[config.mk]
export PLATFORM = sky130hd
export DESIGN_NAME = pc_sequencer_flat
export DESIGN_NICKNAME = d
export VERILOG_FILES = /design/src/rtl/pc_sequencer_if.sv /design/src/rtl/pc_sequencer.sv /design/src/flat_wrapper.sv
export SDC_FILE = /design/constraint.sdc
export NUM_CORES = 1
export LEC_CHECK = 0
export ABC_CLOCK_PERIOD_IN_PS = 7350
export CAP_MARGIN = 20
export CORE_UTILIZATION = 46
export CTS_CLUSTER_DIAMETER = 40
export CTS_CLUSTER_SIZE = 8
export DETAILED_ROUTE_END_ITERATION = 8
export MAX_ROUTING_LAYER = met4
export PLACE_DENSITY = 0.79
export SYNTH_ARGS = -nofsm -noshare
export SYNTH_HDL_FRONTEND = slang
export SYNTH_SLANG_ARGS = --single-unit
export TNS_END_PERCENT = 1
[constraint.sdc]
create_clock -name clk -period 7.35 [get_ports clk]
set_clock_uncertainty 0.2 [all_clocks]
set_input_delay 2.205 -clock clk [delete_from_list [all_inputs] [get_ports clk]]
set_output_delay 2.205 -clock clk [all_outputs]
set_load 0.05 [all_outputs]
[src/rtl/pc_sequencer_if.sv]
// Fetch-side bus bundle for pc_sequencer: instruction memory port, execute
// handshake with retirement qualifiers, and status outputs.
interface pc_sequencer_if;
  logic        imem_req_o;
  logic [31:0] imem_addr_o;
  logic        imem_gnt_i;
  logic        imem_rvalid_i;
  logic [31:0] imem_rdata_i;
  logic        instr_valid_o;
  logic [31:0] instr_o;
  logic [31:0] instr_pc_o;
  logic        instr_ready_i;
  logic        redirect_i;
  logic [31:0] redirect_target_i;
  logic        trap_i;
  logic        mret_i;
  logic        halt_i;
  logic [31:0] pc_o;
  logic [31:0] epc_o;
  logic        misalign_o;
  logic        halted_o;

  modport master (
    output imem_req_o, imem_addr_o,
    input  imem_gnt_i, imem_rvalid_i, imem_rdata_i,
    output instr_valid_o, instr_o, instr_pc_o,
    input  instr_ready_i, redirect_i, redirect_target_i, trap_i, mret_i, halt_i,
    output pc_o, epc_o, misalign_o, halted_o
  );

  modport slave (
    input  imem_req_o, imem_addr_o,
    output imem_gnt_i, imem_rvalid_i, imem_rdata_i,
    input  instr_valid_o, instr_o, instr_pc_o,
    output instr_ready_i, redirect_i, redirect_target_i, trap_i, mret_i, halt_i,
    input  pc_o, epc_o, misalign_o, halted_o
  );
endinterface

[src/rtl/pc_sequencer.sv]
// Program counter sequencer: one outstanding instruction fetch, holds the
// fetched word until retirement, then selects the next PC.
module pc_sequencer #(
  parameter logic [31:0] RESET_PC    = 32'h0000_0000,
  parameter logic [31:0] TRAP_VECTOR = 32'h0000_0100
) (
  input  logic           clk,
  input  logic           rst,
  pc_sequencer_if.master bus
);

  typedef enum logic [1:0] {S_REQ, S_WAIT, S_HOLD, S_HALT} state_t;

  state_t      state, state_d;
  logic [31:0] pc, pc_d;
  logic [31:0] epc, epc_d;
  logic [31:0] instr, instr_d;
  logic [31:0] instr_pc, instr_pc_d;
  logic        misalign, misalign_d;
  logic [31:0] pc_seq;

  assign pc_seq = instr_pc + 32'd4;

  always_ff @(posedge clk or posedge rst) begin
    if (rst) state <= S_REQ;
    else     state <= state_d;
  end

  always_comb begin
    state_d    = state;
    pc_d       = pc;
    epc_d      = epc;
    instr_d    = instr;
    instr_pc_d = instr_pc;
    misalign_d = 1'b0;
    unique case (state)
      S_REQ: if (bus.imem_gnt_i) state_d = S_WAIT;
      S_WAIT: begin
        if (bus.imem_rvalid_i) begin
          instr_d    = bus.imem_rdata_i;
          instr_pc_d = pc;
          state_d    = S_HOLD;
        end
      end
      S_HOLD: begin
        // qualifiers only matter in the retire cycle; priority order matters
        if (bus.instr_ready_i) begin
          state_d = S_REQ;
          if (bus.trap_i) begin
            epc_d = instr_pc;
            pc_d  = TRAP_VECTOR;
          end else if (bus.halt_i) begin
            state_d = S_HALT;
            pc_d    = pc_seq;
          end else if (bus.mret_i) begin
            pc_d = epc;
          end else if (bus.redirect_i && (bus.redirect_target_i[1:0] != 2'b00)) begin
            epc_d      = instr_pc;
            pc_d       = TRAP_VECTOR;
            misalign_d = 1'b1;
          end else if (bus.redirect_i) begin
            pc_d = bus.redirect_target_i;
          end else begin
            pc_d = pc_seq;
          end
        end
      end
      S_HALT: ;
      default: state_d = S_REQ;
    endcase
  end

  always_ff @(posedge clk or posedge rst) begin
    if (rst) begin
      pc       <= RESET_PC;
      epc      <= '0;
      instr    <= '0;
      instr_pc <= '0;
      misalign <= 1'b0;
    end else begin
      pc       <= pc_d;
      epc      <= epc_d;
      instr    <= instr_d;
      instr_pc <= instr_pc_d;
      misalign <= misalign_d;
    end
  end

  // Request is masked by rst so nothing is issued while reset is held.
  assign bus.imem_req_o    = (state == S_REQ) && !rst;
  assign bus.imem_addr_o   = pc;
  assign bus.pc_o          = pc;
  assign bus.epc_o         = epc;
  assign bus.instr_o       = instr;
  assign bus.instr_pc_o    = instr_pc;
  assign bus.instr_valid_o = (state == S_HOLD);
  assign bus.misalign_o    = misalign;
  assign bus.halted_o      = (state == S_HALT);

endmodule
[src/flat_wrapper.sv]
// flat-port wrapper written by rule: the top's interface ports become plain ports
module pc_sequencer_flat 
#(
  parameter logic [31:0] RESET_PC    = 32'h0000_0000,
  parameter logic [31:0] TRAP_VECTOR = 32'h0000_0100
)
  (clk, rst, bus_imem_req_o, bus_imem_addr_o, bus_imem_gnt_i, bus_imem_rvalid_i, bus_imem_rdata_i, bus_instr_valid_o, bus_instr_o, bus_instr_pc_o, bus_instr_ready_i, bus_redirect_i, bus_redirect_target_i, bus_trap_i, bus_mret_i, bus_halt_i, bus_pc_o, bus_epc_o, bus_misalign_o, bus_halted_o);
  pc_sequencer_if bus_i ();
  input  logic clk;
  input  logic rst;
  output wire logic [$bits(bus_i.imem_req_o)-1:0] bus_imem_req_o;
  output wire logic [$bits(bus_i.imem_addr_o)-1:0] bus_imem_addr_o;
  input wire logic [$bits(bus_i.imem_gnt_i)-1:0] bus_imem_gnt_i;
  input wire logic [$bits(bus_i.imem_rvalid_i)-1:0] bus_imem_rvalid_i;
  input wire logic [$bits(bus_i.imem_rdata_i)-1:0] bus_imem_rdata_i;
  output wire logic [$bits(bus_i.instr_valid_o)-1:0] bus_instr_valid_o;
  output wire logic [$bits(bus_i.instr_o)-1:0] bus_instr_o;
  output wire logic [$bits(bus_i.instr_pc_o)-1:0] bus_instr_pc_o;
  input wire logic [$bits(bus_i.instr_ready_i)-1:0] bus_instr_ready_i;
  input wire logic [$bits(bus_i.redirect_i)-1:0] bus_redirect_i;
  input wire logic [$bits(bus_i.redirect_target_i)-1:0] bus_redirect_target_i;
  input wire logic [$bits(bus_i.trap_i)-1:0] bus_trap_i;
  input wire logic [$bits(bus_i.mret_i)-1:0] bus_mret_i;
  input wire logic [$bits(bus_i.halt_i)-1:0] bus_halt_i;
  output wire logic [$bits(bus_i.pc_o)-1:0] bus_pc_o;
  output wire logic [$bits(bus_i.epc_o)-1:0] bus_epc_o;
  output wire logic [$bits(bus_i.misalign_o)-1:0] bus_misalign_o;
  output wire logic [$bits(bus_i.halted_o)-1:0] bus_halted_o;
  assign bus_imem_req_o = bus_i.imem_req_o;
  assign bus_imem_addr_o = bus_i.imem_addr_o;
  assign bus_i.imem_gnt_i = bus_imem_gnt_i;
  assign bus_i.imem_rvalid_i = bus_imem_rvalid_i;
  assign bus_i.imem_rdata_i = bus_imem_rdata_i;
  assign bus_instr_valid_o = bus_i.instr_valid_o;
  assign bus_instr_o = bus_i.instr_o;
  assign bus_instr_pc_o = bus_i.instr_pc_o;
  assign bus_i.instr_ready_i = bus_instr_ready_i;
  assign bus_i.redirect_i = bus_redirect_i;
  assign bus_i.redirect_target_i = bus_redirect_target_i;
  assign bus_i.trap_i = bus_trap_i;
  assign bus_i.mret_i = bus_mret_i;
  assign bus_i.halt_i = bus_halt_i;
  assign bus_pc_o = bus_i.pc_o;
  assign bus_epc_o = bus_i.epc_o;
  assign bus_misalign_o = bus_i.misalign_o;
  assign bus_halted_o = bus_i.halted_o;
  pc_sequencer #(.RESET_PC(RESET_PC), .TRAP_VECTOR(TRAP_VECTOR)) u_core (.clk(clk), .rst(rst), .bus(bus_i));
endmodule
## Word level (Yosys, flattened, before mapping)

Cells that the tools add are included.

| storage, ports and cells | value |
|---|---|
| memories kept | 0 |
| bits in latches | 0 |
| RAM bits | 0 |
| word-level logic and storage cells | 47 |
| output and inout port bits | 164 |
| ROM bits | 0 |
| register bits after elaboration | 131 |
| bits of input ports | 73 |

| cells by class | value |
|---|---|
| reductions and logical operators | 11 |
| order comparisons | 0 |
| add/subtract/negate cells | 1 |
| div/mod/pow operators | 0 |
| shift-type cells | 0 |
| multipliers | 0 |
| equal/unequal tests | 8 |
| bitwise operators | 0 |
| mux-type cells | 21 |

Operators with widths:

| operator | number |
|---|---|
| 32-bit 2-to-1 mux | 9 |
| 32-bit by 3-bit adder with 32-bit output (second input constant) | 1 |
| 2-bit 2-to-1 mux | 5 |
| 2-bit inequality test (second input constant) | 4 |
| 1-bit 2-to-1 mux | 6 |
| 2-bit one-hot mux with 3 select lines | 1 |
| 5-bit AND reduction | 1 |
| 2-bit == test (second input constant) | 2 |
| 2-bit AND reduction | 2 |
| 4-bit AND reduction | 1 |
| 2-bit nonzero test | 2 |
| 3-bit nonzero test | 1 |
| 2-bit by 1-bit == test with 1-bit output (second input constant) | 1 |
| 1-bit logical AND | 2 |
| 2-bit logical NOT | 1 |
| 2-bit by 1-bit inequality test with 1-bit output (second input constant) | 1 |
| 1-bit logical NOT | 1 |

## Longest topological paths before layout

| depth | value |
|---|---|
| word-level depth | 8 |
| mapped depth | 8 |
| mapped depth without buffers | 6 |

## Least setup slack after synthesis

Ideal clock, no wire load.

| timing path | value |
|---|---|
| kind | input to output |
| start | input port rst |
| end | output port bus_imem_req_o |
| data required time | 4.945 ns |
| arrival time | 2.894 ns |
| path buffers | 0 |
| stages | 1 |
| slack | 2.051 ns |
| cells stage by stage | nor2b_1 |

| between the ends | value |
|---|---|
| word-level cells in the longest chain between the ends | 2 |

Ends and longest elaborated chain:

| item | RTL line | text |
|---|---|---|
| start: declaration | flat_wrapper.sv:10 | `input logic rst;` |
| 1-bit logical NOT (no source line) | - |  |
| 1-bit logical AND | pc_sequencer.sv:90 | `assign bus.imem_req_o = (state == S_REQ) && !rst;` |
| end: declaration | flat_wrapper.sv:11 | `output wire logic [$bits(bus_i.imem_req_o)-1:0] bus_imem_req_o;` |

Every way passes these cells.

## Worst setup path in the final report

Ends and elaborated chain as after synthesis.

==> results by group <==
Run status
  – Status: finished, final reports clean

Cells and area
  – Fraction of layout instances using a drive strength above 1: 0.209
  – # fillers: approximately 1.0k
  – Area Overhead vs Synth: 42.2%
  – Register area: around 3300 sq um
  – Finished Layout Cells: just under 1k
  – Final nets: 852
  – Area of the multi-input gates: 2990 sq um
  – Antenna diodes: 0

STA
  – PnR worst setup slack: 1300 ps
  – Final hold vios: 0
  – Tmin final: 6050 ps
  – Final Max Slew Viols: 0
  – Slew @ Worst Pin: 996 ps
  – Final setup viols: 0
  – Peak Freq: 165 MHz
  – Setup TNS: 0 ps
  – Tcrit/Tclk final: 0.823
  – RSZ-0062 raised after global routing: no
  – Fin Hold WS: 303 ps
  – Slew headroom: 0.336

Drt
  – Routed Antenna Nets: 0
  – Post-Route WL: 19400 um
  – Routed len/inst: between 20 and 25 um
  – Initial DRC count: approximately 340
  – Vias: between 5k and 6k
  – Initial DRT Pass Iterations: 5
  – Remaining DRCs: 0
  – DR vias/cell: 5.91

Clock network
  – Htree depth: 4
  – Setup bufs post-CTS: 0
  – Clock Sink Count: between 100 and 150
  – Clock buffer depth: 2
  – CTS tree: built
  – Root Driver: clkbuf_16
  – Clock transition at the registers of the reported paths: roughly 50 ps
  – # hold bufs at CTS: 0
  – Clock Latency Late Sink: 430 ps
  – Post-cts resize count: 0
  – Cts bufs inserted: 17

Die
  – Row count: 43
  – Initial Util: 0.477
  – IO Count: approximately 240
  – Die Area: 15100 sq um
  – Core region area: 14000 sq um
  – Die Span Y: 123 um
  – Chip Width: about 120 um

Worst setup path
  – Crit path max fanout: 2
  – Worst EP required: just under 5000 ps
  – Crit path DAT: ~3600 ps
  – Critical Path Source: rst
  – Setup CP Type: in2out
  – Crit end category: primary output
  – Reg-to-reg startpoint: u_core.state[0]$_DFFE_PP0P_
  – R2R Setup Slk: about 4500 ps
  – End of the worst register-to-register path: u_core.bus.epc_o[23]$_DFFE_PP0P_
  – Path depth of the worst reg2reg path: 6
  – CP startpoint kind: input port

Global routing
  – Vias in the first global route: 5842
  – Gr usage total: 0.278
  – Pin count of the biggest net entering global routing: 84
  – Gr ovfl total: 0
  – First-pass GRT wire length: 30700 um
  – Initial antenna violation count: 0

Logic synthesis
  – Ys async rst share: 1.00
  – Top-area cell type share of the netlist area: 0.489
  – Sequential area share after synthesis: 0.489
  – Synthesis-stage register bit count: around 130
  – Mean Syn Cell Area: 11.5 sq um
  – Synth area leaders: dfrtp_1 (49%), mux2_2 (16%), buf_4 (3.6%)
  – Distinct cells, synth: 57
  – Mapped Cells: slightly below 600
  – Post-synthesis cell area: 6700 sq um
  – Mapped Nets: 660
  – Count leader, synth: dfrtp_1
  – Synth cell count leaders: dfrtp_1 (131), mux2_2 (95), clkbuf_1 (33), buf_4 (32), nand3_1 (26)
  – Area leader, netlist: dfrtp_1
  – Main synth FF type: dfrtp_1
  – EDFF count, synth: 0
  – Yosys warns: 0

Pwr
  – Static leakage power: around 3.9 nW
  – Total Power: 4.46 mW
  – PwrDens: 468 nW/um^2
  – Max IR drop VDD: roughly 0.00035 V

Place
  – Gp weighted congestion: 0.904
  – Placed Instances: 934
  – Dpl ws: around 1300 ps
  – Estimated wirelength of the detail-placed design: 13400 um
  – I/O Buffers: 236

Worst hold path
  – Hold Path Class: reg2reg
  – Min-Delay Endpoint: u_core.bus.instr_o[7]$_DFFE_PP0P_
  – Worst hold path startpoint: u_core.bus.instr_o[7]$_DFFE_PP0P_
  – Hold Path Depth: 1

Flow run
  – MaxCap Viol Count: 0
## kinds of logic (layout without fill, tap and decap cells)
family          Yosys count  in the layout  share of synthesized area
xor+xnor                  4              4                    0.00523
buf+inv                  82            287                     0.0657
mux                      96             96                      0.161
compound gates          120            120                      0.134
flops                   131            131                      0.489
fa+ha+maj                 6              6                     0.0112
simple gates            142            142                      0.133
## cells in the final DEF (no fill, tap or decap), drive strengths merged, types with 4 or more instances in the layout
master,Yosys,layout
a21oi,15,15
a22oi,18,18
buf,38,8
clkbuf,33,22
clkdlybuf4s50,0,236
clkinv,0,7
dfrtp,131,131
ha,6,6
inv,11,11
mux2,96,96
nand2,21,21
nand3,26,26
nand4,7,7
nand4b,8,8
nor2,4,4
nor2b,6,6
nor3,16,16
nor3b,16,16
nor4,9,9
o211ai,9,9
o21ai,18,18
o221a,15,15
o311ai,6,6
o31a,4,4
o31ai,9,9
or2,5,5
or4,6,6
or4b,4,4
## metal layers
metal  track usage  vias to the layer above  part of all wire
met1         0.339                     2871              0.41
met3        0.0567                       36             0.060
li1              -                     2554                 -
met5             -                        -                 0
met4         0.113                        0             0.020
met2         0.452                      252              0.51
## flip-flops by register name, summed over array words and instances, names as in the netlist
register and flops:
u_core.bus.imem_addr_o 32, u_core.bus.instr_o 32, u_core.bus.misalign_o 1, u_core.state 2
u_core.bus.epc_o 32, u_core.bus.instr_pc_o 32
## through the flow
step | utilization | area (sq um)
floorplan | - | 6700
CTS | 0.679 | 9530
global route | 0.679 | 9530
detailed placement | 0.638 | 8960
global placement | 0.638 | 8960
finish | 0.679 | 9530
## where the power goes
part	switching (mW)	internal (mW)	total (mW)
clock network	0.309	0.504	0.814
logic	1.52	0.843	2.36
registers	0.296	0.990	1.29
total	2.13	2.34	4.46
## layout make-up
| class | count | area share |
|---|---|---|
| flip-flops and latches | 131 | 0.344 |
| multi-input cells | 368 | 0.313 |
| repair buffers | 244 | 0.254 |
| clock buffers | 22 | 0.0519 |
| well taps | 180 | 0.0236 |
| clock inverters | 10 | 0.00840 |
| inverters | 11 | 0.00486 |
## worst max-delay path by stage
stage / slack (ps) / end / cells after the start
global route: 1230 / bus_imem_req_o / 3
CTS: 1300 / bus_imem_req_o / 3
global placement: 1300 / bus_imem_req_o / 3
detailed placement: 1310 / bus_imem_req_o / 3
finish: 1300 / bus_imem_req_o / 3
floorplan: 1450 / u_core.bus.epc_o[0]$_DFFE_PP0P_ / 1
## worst max-delay path, cell delays in order
cell,delay (ps)
clkdlybuf4s50_1,480
nor2b_1,140
clkdlybuf4s50_1,810
Power figures use the tool's default switching activity.
